## src/rtl/aes_pkg.sv

```systemverilog
// Shared AES definitions: field polynomial, datapath widths, InvMixColumns FSM
// encoding and the GF(2^8) xtime helper.
package aes_pkg;

  localparam logic [7:0] AES_POLY = 8'h1B;
  localparam int         STATE_W  = 128;
  localparam int         COL_W    = STATE_W / 4;

  typedef enum logic [1:0] {
    IDLE = 2'd0,
    BUSY = 2'd1,
    DONE = 2'd2
  } imc_state_e;

  // Multiply by x (0x02) in GF(2^8) modulo x^8+x^4+x^3+x+1.
  function automatic logic [7:0] xtime(input logic [7:0] b);
    return {b[6:0], 1'b0} ^ (b[7] ? AES_POLY : 8'h00);
  endfunction

endpackage

```

## src/rtl/inv_mix_single_column.sv

```systemverilog
// Combinational InvMixColumns of one 32-bit column (a0 in the top byte),
// built from an xtime chain so no lookup tables are needed.
module inv_mix_single_column
  import aes_pkg::*;
(
  input  logic [COL_W-1:0] i_col,
  output logic [COL_W-1:0] o_col
);

  logic [7:0] w_a   [4];
  logic [7:0] w_x2  [4];
  logic [7:0] w_x4  [4];
  logic [7:0] w_x8  [4];
  logic [7:0] w_m09 [4];
  logic [7:0] w_m0b [4];
  logic [7:0] w_m0d [4];
  logic [7:0] w_m0e [4];

  for (genvar i = 0; i < 4; i++) begin : g_row
    assign w_a[i]   = i_col[COL_W-1-8*i -: 8];
    assign w_x2[i]  = xtime(w_a[i]);
    assign w_x4[i]  = xtime(w_x2[i]);
    assign w_x8[i]  = xtime(w_x4[i]);
    assign w_m09[i] = w_x8[i] ^ w_a[i];
    assign w_m0b[i] = w_x8[i] ^ w_x2[i] ^ w_a[i];
    assign w_m0d[i] = w_x8[i] ^ w_x4[i] ^ w_a[i];
    assign w_m0e[i] = w_x8[i] ^ w_x4[i] ^ w_x2[i];
    // Row i of the circulant matrix {0e 0b 0d 09} rotated right by i.
    assign o_col[COL_W-1-8*i -: 8] = w_m0e[i] ^ w_m0b[(i+1)%4] ^
                                     w_m0d[(i+2)%4] ^ w_m09[(i+3)%4];
  end

endmodule

```

## src/rtl/inv_mix_columns_seq.sv

```systemverilog
// Sequential AES InvMixColumns: one column per cycle through a shared column
// unit. Define INV_MIX_COLUMNS_PARALLEL_EN for four units and a 1-cycle BUSY.
module inv_mix_columns_seq
  import aes_pkg::*;
(
  input  logic               clk,
  input  logic               rst_n,
  input  logic               in_valid,
  output logic               in_ready,
  input  logic [STATE_W-1:0] in_state,
  input  logic               in_bypass,
  output logic               out_valid,
  input  logic               out_ready,
  output logic [STATE_W-1:0] out_state,
  output logic               busy
);

  imc_state_e            r_state;
  imc_state_e            w_next_state;
  logic                  r_in_ready;
  logic                  r_bypass;
  logic [3:0][COL_W-1:0] r_in;   // index 3 holds column 0 (top bits)
  logic [3:0][COL_W-1:0] r_out;
  logic                  w_accept;
  logic                  w_last_col;

`ifdef INV_MIX_COLUMNS_PARALLEL_EN
  logic [3:0][COL_W-1:0] w_inv;

  for (genvar g = 0; g < 4; g++) begin : g_col
    inv_mix_single_column u_col (
      .i_col (r_in[g]),
      .o_col (w_inv[g])
    );
  end

  assign w_last_col = 1'b1;
`else
  logic [1:0]       r_col_cnt;
  logic [COL_W-1:0] w_col_in;
  logic [COL_W-1:0] w_col_out;

  // Column c lives at packed index 3-c, i.e. the bitwise inverse of c.
  assign w_col_in   = r_in[~r_col_cnt];
  assign w_last_col = (r_col_cnt == 2'd3);

  inv_mix_single_column u_col (
    .i_col (w_col_in),
    .o_col (w_col_out)
  );
`endif

  assign w_accept  = in_valid && r_in_ready;
  assign in_ready  = r_in_ready;
  assign out_valid = (r_state == DONE);
  assign out_state = r_out;
  assign busy      = (r_state == BUSY) || (r_state == DONE);

  // NOTE: every variable driven here gets a default first so no latch is inferred.
  always_comb begin
    w_next_state = r_state;
    case (r_state)
      IDLE:    if (w_accept) w_next_state = BUSY;
      BUSY:    if (r_bypass || w_last_col) w_next_state = DONE;
      DONE:    if (out_ready) w_next_state = IDLE;
      default: w_next_state = IDLE;
    endcase
  end

  // NOTE: sequential state uses non-blocking assignments so all flops update together.
  always_ff @(posedge clk or negedge rst_n) begin
    if (!rst_n) begin
      r_state    <= IDLE;
      r_in_ready <= 1'b0;
    end else begin
      r_state    <= w_next_state;
      r_in_ready <= (w_next_state == IDLE);
    end
  end

  // NOTE: the data registers are plain flops, so clearing them on reset is cheap and
  // guarantees an aborted operation leaves no stale result visible.
  always_ff @(posedge clk or negedge rst_n) begin
    if (!rst_n) begin
      r_in     <= '0;
      r_out    <= '0;
      r_bypass <= 1'b0;
`ifndef INV_MIX_COLUMNS_PARALLEL_EN
      r_col_cnt <= 2'd0;
`endif
    end else begin
      case (r_state)
        IDLE: begin
          if (w_accept) begin
            r_in     <= in_state;
            r_bypass <= in_bypass;
`ifndef INV_MIX_COLUMNS_PARALLEL_EN
            r_col_cnt <= 2'd0;
`endif
          end
        end
        BUSY: begin
          if (r_bypass) begin
            r_out <= r_in;
          end else begin
`ifdef INV_MIX_COLUMNS_PARALLEL_EN
            r_out <= w_inv;
`else
            r_out[~r_col_cnt] <= w_col_out;
            r_col_cnt         <= r_col_cnt + 2'd1;
`endif
          end
        end
        default: ;
      endcase
    end
  end

endmodule

```

## config.mk

```make
export PLATFORM = sky130hd
export DESIGN_NAME = inv_mix_columns_seq
export DESIGN_NICKNAME = d
export VERILOG_FILES = /design/src/rtl/aes_pkg.sv /design/src/rtl/inv_mix_single_column.sv /design/src/rtl/inv_mix_columns_seq.sv
export SDC_FILE = /design/constraint.sdc
export NUM_CORES = 1
export LEC_CHECK = 0
export CORE_MARGIN = 3
export CORE_UTILIZATION = 46
export CTS_CLUSTER_DIAMETER = 150
export DETAILED_ROUTE_END_ITERATION = 10
export PLACE_DENSITY_LB_ADDON = 0.3
export SYNTH_ARGS = -nofsm -noshare
export SYNTH_HDL_FRONTEND = slang
export SYNTH_HIERARCHICAL = 1
export SYNTH_SLANG_ARGS = --single-unit
```

## constraint.sdc

```tcl
create_clock -name clk -period 4.4 [get_ports clk]
set_input_delay 0.88 -clock clk [delete_from_list [all_inputs] [get_ports clk]]
set_output_delay 0.88 -clock clk [all_outputs]
set_load 0.02 [all_outputs]
```

==> impl_metrics.ini, run 1 <==
[job]
maxCapViolations = 0

[critical_path]
cpMostUsedCell = xnor3_1
setup.worst_path.start_class = flop
crit_family = XOR/XNOR gates
cp_cell_sequence = buf_12, buf_4, mux4_2, xnor3_1, xor2_1, xnor3_1, xnor2_1, nand3b_1, o21ai_0, a21oi_1
crit_path_max_incr_delay_ns = 0.65
crit_buf_inv = 2
crit_slowest_cell = dfrtp_2
required_ns = 4.87
crit_path_end_kind = flop
worst_ep_arrival_time_ns = 4.21
crit_fanout = 18
crit_type = reg -> reg

[placed_design]
port-buffer-count = 263
place_inst = 1754
dp_hpwl_um = 32400
gp_congestion = 0.919

[sta]
max_freq_ghz = 0.267
fin_crit_ns = 3.74
tightest_slew_ns = 1.15
setup_tns_ns = 0
finalHoldViolCount = 0
setup_viol = 0
slew_viol_final = 0
max_slew_margin = 0.235
hold_ws_ns = 0.403
rsz0062_at_grt = false
finalClockSkew_ns = 0.0272
period_share = 0.850

[logic_synthesis]
ys_ff_latch = 262
syn_area_mm2 = 0.0146
synthTopCellsByCount = 262 x dfrtp_1, 224 x o22ai_1, 131 x a21oi_1
synth-edff-count = 0
yosys_warnings = 6
synth_nets = 1327
yosysTopAreaCell = dfrtp_1
postSynth.asyncResetShare = 1.00
yosysTopAreaCellShare = 0.449
synth.distinct_cells = 39
yosysMostFrequentCell = dfrtp_1
syn_inst = 1186
synthTopCellsByArea = dfrtp_1 45%, mux2_4 10%, o22ai_1 9.6%
post_synth.cell_area_avg_um2 = 12.3
ys.flop_type = dfrtp_1
synth-seq-area-share = 0.449

[global_route]
grt_max_degree = 126
grtUsageTotal = 0.268
overflow = 0
antenna_found_initial = 1
grt_pass1_wl_um = 70400
grt_pass1_vias = 11201

[finish]
drive_gt1_frac = 0.182
antenna_cells = 0
stdcell_count = 1806
nFillCells = 2440
fin_util = 0.592
area_growth_pct = 25.4
layout.nets = 1530

[floorplan]
row_count = 64
core_mm2 = 0.0309
die_w_um = 184
die_h_um = 184
initial_core_util = 0.472
pin_count = 264
die-area_mm2 = 0.0339

[hold_path]
hp-class = in -> async

[cts]
clk_latency_ns = 0.57
clk_pin_slew_ns = 0.06
clk_path_buf_depth = 3
holdBufCountCts = 0
post_cts_buffers = 0
cts_inserted_buffers = 29
htree_levels = 1
root_buffer = clkbuf_16
cts_tree = built
cts_resized = 0
cts.sinks = 262

[route]
routed_wl_um = 46600
vias = 11330
remaining_drc_errors = 0
wl_per_cell_um = 25.8
avgViaCountPerCell = 6.27
drtIter0Drc = 1406
final_antenna_net_count = 0
dr.pass1.iters = 5

[status]
status = complete, no violations
state kept, by name (all words and copies together) (netlist names):
name,cells
r_bypass,1
out_state,128
in_ready,1
r_col_cnt,2
r_state,2
r_in,128
cells in the final DEF, fill, tap and decap left out, types with 2 or more instances in the layout:
cell	instances
nand2_1	5
clkinv_2	5
dfrtp_1	260
o32ai_1	2
inv_1	5
a21oi_1	131
o21ai_0	32
buf_12	7
xor2_2	4
o22ai_1	224
a21o_1	2
xnor3_1	21
mux2_4	99
xnor2_2	6
xnor2_4	2
xnor3_2	2
nor2_1	2
mux4_2	32
clkbuf_8	6
ha_1	3
clkbuf_16	29
xor2_1	25
mux2_2	30
buf_4	20
nor3b_1	2
nand3b_1	33
xnor2_1	127
clkbuf_1	9
o221ai_1	2
clkdlybuf4s50_1	262
ha_2	4
dfrtp_2	2
through the flow:
step / cell area, um^2 / worst slack (ns)
after floorplan: 14600 / 1.23
after global placement: 17400 / 0.742
after detailed placement: 17400 / 0.682
after CTS: 18300 / 0.653
after global routing: 18300 / 0.446
final: 18300 / 0.661
metal layers:
layer | GRT usage | wire [um]
met4 | 0.0665 | 1080
met2 | 0.416 | 21500
met1 | 0.392 | 19500
met5 | 0 | 0
met3 | 0.0519 | 4440
final cells by class:
| class | count | area, um^2 | area share |
|---|---|---|---|
| sequential | 262 | 6560 | 0.358 |
| tap | 396 | 495 | 0.0271 |
| timing repair buffer | 290 | 2930 | 0.160 |
| clock buffer | 44 | 842 | 0.0460 |
| inverter | 6 | 25.0 | 0.00137 |
| multi-input combinational | 800 | 7400 | 0.404 |
| clock inverter | 8 | 52.6 | 0.00287 |
worst reg2reg max path, cell delays in order, from the launching register on:
cell      delay (ns)
dfrtp_2         0.65
buf_12          0.24
buf_4           0.19
mux4_2          0.63
xnor3_1         0.43
xor2_1          0.16
xnor3_1         0.28
xnor2_1         0.61
nand3b_1        0.19
o21ai_0         0.10
a21oi_1         0.18
logic make-up (layout without fill, tap and decap cells):
| logic type | count (synthesis) | in the layout | synth area share |
|---|---|---|---|
| compound gates | 395 | 395 | 0.156 |
| xor+xnor | 189 | 189 | 0.145 |
| fa+ha+maj | 8 | 8 | 0.00686 |
| buf+inv | 124 | 348 | 0.0458 |
| flops | 262 | 262 | 0.449 |
| mux | 161 | 161 | 0.174 |
| simple gates | 47 | 47 | 0.0220 |
path summary, 6_finish.rpt:
kind | from | cells after the start | slack, ns | end
max in group asynchronous | rst_n | 2 | 3.04 | r_in[95]$_DFFE_PN0P_
worst min register to register | r_in[126]$_DFFE_PN0P_ | 1 | 0.54 | r_in[126]$_DFFE_PN0P_
worst max-delay path | r_col_cnt[0]$_DFFE_PN0P_ | 10 | 0.66 | out_state[86]$_DFFE_PN0P_
worst min-delay path | rst_n | 1 | 0.40 | r_in[56]$_DFFE_PN0P_
worst max register to register | r_col_cnt[0]$_DFFE_PN0P_ | 10 | 0.66 | out_state[86]$_DFFE_PN0P_
min in group clk | r_in[126]$_DFFE_PN0P_ | 1 | 0.54 | r_in[126]$_DFFE_PN0P_
Power of run 1 is not shown: default switching activity piles up to over one toggle a cycle in this logic, so the estimate is an artifact.
==> run 2, diff against run 1 <==
clock period = 3.3 ns   (was 4.4 ns; I/O delays follow)
==> run 2 against run 1 <==
Net effect:
- hold slack worse by 0.34 ns
- register-to-register slack worse by 0.56 ns
- cell area grew 4.3%
- wire length up 0.97%
- flip-flop and latch count unchanged
- critical path depth grew 1
- die area stayed put
- count of clock-buffer cells in the layout did not move
- clock skew is 0.014 ns lower
==> impl_metrics.ini, run 2 (synthesis gave the netlist of run 1 again) <==
[route]
drtIter0Drc = 1373
vias = 11469
avgViaCountPerCell = 6.11
wl_per_cell_um = 25.1
remaining_drc_errors = 0
routed_wl_um = 47000
final_antenna_net_count = 0
dr.pass1.iters = 6

[floorplan]
die_h_um = 184
die-area_mm2 = 0.0339
initial_core_util = 0.472
core_mm2 = 0.0309
row_count = 64
die_w_um = 184
pin_count = 264

[sta]
max_slew_margin = 0.396
max_freq_ghz = 0.312
slew_viol_final = 0
setup_tns_ns = 0
setup_viol = 0
period_share = 0.970
tightest_slew_ns = 0.905
fin_crit_ns = 3.20
finalHoldViolCount = 0
rsz0062_at_grt = true
fin_ws_ns = 0.0984
finalClockSkew_ns = 0.0133

[finish]
area_growth_pct = 30.8
layout.nets = 1601
layout_common_cells = 262 x clkdlybuf4s50_1, 260 x dfrtp_1, 224 x o22ai_1, 131 x a21oi_1, 116 x xnor2_1
drive_gt1_frac = 0.232
layout_commonest_cell = clkdlybuf4s50_1
antenna_cells = 0

[job]
maxCapViolations = 0

[status]
status = complete, no violations

[cts]
cts.sinks = 262
root_buffer = clkbuf_16
clk_pin_slew_ns = 0.06
cts_inserted_buffers = 29
clk_latency_ns = 0.54
cts_tree = built
clk_path_buf_depth = 3
htree_levels = 1

[global_route]
grtUsageTotal = 0.272
grt_pass1_wl_um = 71800
met3_usage = 0.0407
grt_max_degree = 168
overflow = 0
grt.met1_usage = 0.402
antenna_found_initial = 0
met2_usage = 0.426
busiest_layer = met2
grt_pass1_vias = 11499

[placed_design]
port-buffer-count = 263
dpl_worst_slack_ns = 0.0249
dp_hpwl_um = 33700
gp_congestion = 1.01

[hold_path]
hp-class = in -> async

[critical_path]
crit_path_end_kind = flop
required_ns = 3.76
worst_ep_arrival_time_ns = 3.66
setup.worst_path.start_class = flop
crit_type = reg -> reg
crit_fanout = 12
[run 2: cell count changes in the layout (fill, tap and decap cells not counted), moves of 2 or more]
cell | before | now
buf_4 | 20 | 83
xnor2_1 | 127 | 116
xnor2_2 | 6 | 17
buf_12 | 7 | 15
clkbuf_1 | 9 | 6
clkbuf_8 | 6 | 9
bufinv_16 | 0 | 2
[run 2: repair_timing]
action	4_1_cts	5_1_grt
endpoints found under the setup margin	1	19
pin swaps	0	3
hold buffers	0	0
gates resized for setup	1	11
buffers inserted	0	7
[run 2: worst paths after layout]
path,startpoint,endpoint,slack (ns),depth (start not counted)
max,r_col_cnt[0]$_DFFE_PN0P_,out_state[85]$_DFFE_PN0P_,0.1,11
min,rst_n,r_in[86]$_DFFE_PN0P_,0.07,1
max reg2reg,r_col_cnt[0]$_DFFE_PN0P_,out_state[85]$_DFFE_PN0P_,0.1,11
min reg2reg,r_in[52]$_DFFE_PN0P_,r_in[52]$_DFFE_PN0P_,0.54,1
max in group asynchronous,rst_n,out_state[6]$_DFFE_PN0P_,2.34,2
min in group clk,r_in[52]$_DFFE_PN0P_,r_in[52]$_DFFE_PN0P_,0.54,1
[run 2: routing by layer]
layer | vias up | wire length, um
li1 | 4988 | -
met5 | - | 0
met2 | 619 | 21700
met3 | 98 | 3520
met1 | 5764 | 20600
met4 | 0 | 1300
[run 2: worst max-delay path, stage by stage (launching register included)]
cell and delay (ns):
dfrtp_2 0.41, buf_12 0.17, mux4_2 0.63, xnor2_4 0.29
buf_12 0.17, xor2_2 0.23, xnor3_1 0.38, xnor2_1 0.24
buf_4 0.20, nand3b_1 0.11, o21ai_0 0.10, a21oi_1 0.17
[run 2: area by class of cell]
cell class / instances / area [um^2]
Clock inverter: 8 / 90.1
Timing Repair Buffer: 361 / 3560
Clock buffer: 44 / 872
Sequential cell: 262 / 6560
Inverter: 6 / 25.0
Multi-Input combinational cell: 800 / 7490
Fill cell: 2431 / 11800
Tap cell: 396 / 495
[run 2: stage by stage]
| stage | utilization | hold WS (ns) | cell area [um^2] | instances |
|---|---|---|---|---|
| 3_3_place_gp | 0.582 | 0.523 | 18000 | 1818 |
| 2_1_floorplan | - | 0.364 | 14600 | 1186 |
| 3_5_place_dp | 0.582 | 0.527 | 18000 | 1818 |
| 5_1_grt | 0.618 | 0.0972 | 19100 | 1877 |
| 6_report | 0.618 | 0.0656 | 19100 | 1877 |
| 4_1_cts | 0.613 | 0.0869 | 19000 | 1870 |
Power of run 2 is left out for the same reason.
==> run 3, diff against run 2 <==
--- a/config.mk
+++ b/config.mk
@@ -6,4 +6,5 @@
 export NUM_CORES = 1
 export LEC_CHECK = 0
+export ABC_AREA = 1
 export CORE_MARGIN = 3
 export CORE_UTILIZATION = 46
==> constraint.sdc (replaced) <==
create_clock -name clk -period 3.3 [get_ports clk]
set_input_delay 0.825 -clock clk [delete_from_list [all_inputs] [get_ports clk]]
set_output_delay 0.825 -clock clk [all_outputs]
set_load 0.02 [all_outputs]
==> run 3 against run 2 <==
Net effect:
- maximum frequency hardly changed
- register-to-register slack hardly changed
- hold slack better by 0.14 ns
- synthesized cell count is 75% higher
- via count is 41% higher
- critical path type unchanged
- non-clock buffer count is 122 higher
- synthesized area is 9.8% higher
- setup slack better by 0.0022 ns
- global-route usage is 6.1 points higher
- critical path depth is 7 higher
- utilization is 3.6 points higher
==> impl_metrics.ini, run 3 <==
[status]
status = complete, no violations

[logic_synthesis]
yosys_warnings = 6
synth-seq-area-share = 0.409
yosysTopAreaCellShare = 0.409
syn_area_mm2 = 0.0160
synth_nets = 2217
synthTopCellsByCount = 466 x nand2_1, 300 x a21oi_1, 264 x nor2_1
synth.distinct_cells = 36
post_synth.cell_area_avg_um2 = 7.72
yosysMostFrequentCell = nand2_1
ys.flop_type = dfrtp_1
yosysTopAreaCell = dfrtp_1
ys_ff_latch = 262
synthTopCellsByArea = dfrtp_1 41%, nand2_1 11%, a21oi_1 9.4%
postSynth.asyncResetShare = 1.00
synth-edff-count = 0
syn_inst = 2076

[floorplan]
die_w_um = 193
pin_count = 264
die-area_mm2 = 0.0371
die_h_um = 193
row_count = 67
core_mm2 = 0.0340
initial_core_util = 0.472

[job]
maxCapViolations = 0

[global_route]
grt.met1_usage = 0.487
grtUsageTotal = 0.332
met3_usage = 0.0672
grt_pass1_wl_um = 93000
antenna_found_initial = 2
met2_usage = 0.508
busiest_layer = met2
grt_max_degree = 73
overflow = 0
grt_pass1_vias = 15384

[route]
dr.pass1.iters = 5
wl_per_cell_um = 21.4
vias = 16146
final_antenna_net_count = 0
avgViaCountPerCell = 5.49
drtIter0Drc = 1370
remaining_drc_errors = 0
routed_wl_um = 63000

[sta]
slew_viol_final = 0
setup_viol = 0
finalClockSkew_ns = 0.0338
fin_crit_ns = 3.20
max_freq_ghz = 0.313
finalHoldViolCount = 0
period_share = 0.969
tightest_slew_ns = 0.804
max_slew_margin = 0.464
setup_tns_ns = 0
rsz0062_at_grt = true

[critical_path]
worst_ep_arrival_time_ns = 3.70
worstReg2RegEnd = out_state[103]$_DFFE_PN0P_
worstSetupEndpoint = out_state[103]$_DFFE_PN0P_
reg2reg_slack_ns = 0.10
crit_fanout = 8
crit_path_end_kind = flop
reg2reg_depth = 18
startpoint = r_col_cnt[0]$_DFFE_PN0P_
r2r-start = r_col_cnt[0]$_DFFE_PN0P_
crit_type = reg -> reg
required_ns = 3.80
setup.worst_path.start_class = flop

[hold_path]
hp-class = in -> async

[cts]
root_buffer = clkbuf_16
cts_tree = built
htree_levels = 1
clk_path_buf_depth = 3
clk_pin_slew_ns = 0.06
clk_latency_ns = 0.59
holdBufCountCts = 0
cts_inserted_buffers = 28
cts.sinks = 262

[finish]
layout.nets = 2614
layout_commonest_cell = nand2_1
drive_gt1_frac = 0.240
area_growth_pct = 38.5
layout_common_cells = 417 x nand2_1, 262 x clkdlybuf4s50_1, 261 x dfrtp_1, 257 x nor2_1, 253 x a21oi_1

[placed_design]
port-buffer-count = 263
gp_congestion = 0.971
dp_hpwl_um = 48100
## run 3: cell count changes after synthesis, moves of 89 or more
cell and change:
a21oi_1 +169, nand3_1 +133, xnor2_1 -89, nor2_1 +262, o22ai_1 -224, mux2_4 -99
inv_1 +138, nand2_1 +460
## run 3: cell type report
| type | count | area [um^2] |
|---|---|---|
| flip-flops and latches | 262 | 6560 |
| repair buffers | 483 | 4590 |
| inverters | 167 | 666 |
| well taps | 448 | 561 |
| fillers | 2873 | 11800 |
| diodes | 1 | 2.50 |
| multi-input cells | 1531 | 8960 |
| clock buffers | 45 | 805 |
| clock inverters | 4 | 45.0 |
## run 3: per-stage QoR
stage / util / area [um^2] / hold slack (ns) / std cells / setup slack [ns]
after global placement: 0.594 / 20200 / 0.509 / 2852 / -0.168
after CTS: 0.622 / 21100 / 0.226 / 2902 / 0.00352
after global routing: 0.654 / 22200 / 0.236 / 2941 / -0.0816
after detailed placement: 0.594 / 20200 / 0.516 / 2852 / -0.232
after floorplan: - / 16000 / 0.503 / 2076 / 0.530
final: 0.654 / 22200 / 0.203 / 2941 / 0.101
## run 3: worst max-delay path, cell delays in order (launching register included)
cell and delay [ns]:
dfrtp_1 0.42, clkinv_4 0.15, buf_12 0.18, o21ai_1 0.11, a21oi_1 0.05, buf_4 0.16
a21oi_2 0.13, buf_6 0.16, buf_4 0.11, buf_4 0.11, nand2_1 0.06, nand2_1 0.12
xor2_1 0.21, xor2_1 0.25, xnor2_2 0.20, inv_1 0.22, nor2_1 0.19, a21oi_1 0.08
a21oi_1 0.20
## run 3: how the worst min path moves through the flow
stage / cells past startpoint / slack, ns / startpoint / to
global route: 1 / 0.24 / rst_n / r_in[61]$_DFFE_PN0P_
global placement: 2 / 0.51 / out_state[38]$_DFFE_PN0P_ / out_state[38]$_DFFE_PN0P_
detailed placement: 2 / 0.52 / out_state[120]$_DFFE_PN0P_ / out_state[120]$_DFFE_PN0P_
finish: 1 / 0.20 / rst_n / r_in[61]$_DFFE_PN0P_
CTS: 1 / 0.23 / rst_n / r_in[61]$_DFFE_PN0P_
floorplan: 1 / 0.50 / r_in[51]$_DFFE_PN0P_ / r_in[51]$_DFFE_PN0P_
## run 3: repair_timing
| item | in CTS | in global routing |
|---|---|---|
| setup endpoints to repair | 75 | 102 |
| pin swaps | 0 | 45 |
| gates resized for setup | 27 | 204 |
| buffers inserted | 1 | 36 |
| hold endpoints to repair | 0 | 0 |
| cloned | 0 | 2 |
## run 3: cells by family after synthesis
logic type	Yosys count	synth area share
flip-flops	262	0.409
AO/OA/AOI/OAI	383	0.123
buffers and inverters	283	0.0786
AND/OR/NAND/NOR	918	0.241
multiplexers	96	0.0675
XOR/XNOR	126	0.0743
adder cells (fa/ha/maj)	8	0.00625
## run 3: layer usage
metal	vias to the layer above	wire length (um)
li1	7478	-
met1	7898	28100
met2	677	28300
met3	91	4970
met4	2	1530
met5	-	13
Power of run 3 is left out for the same reason.
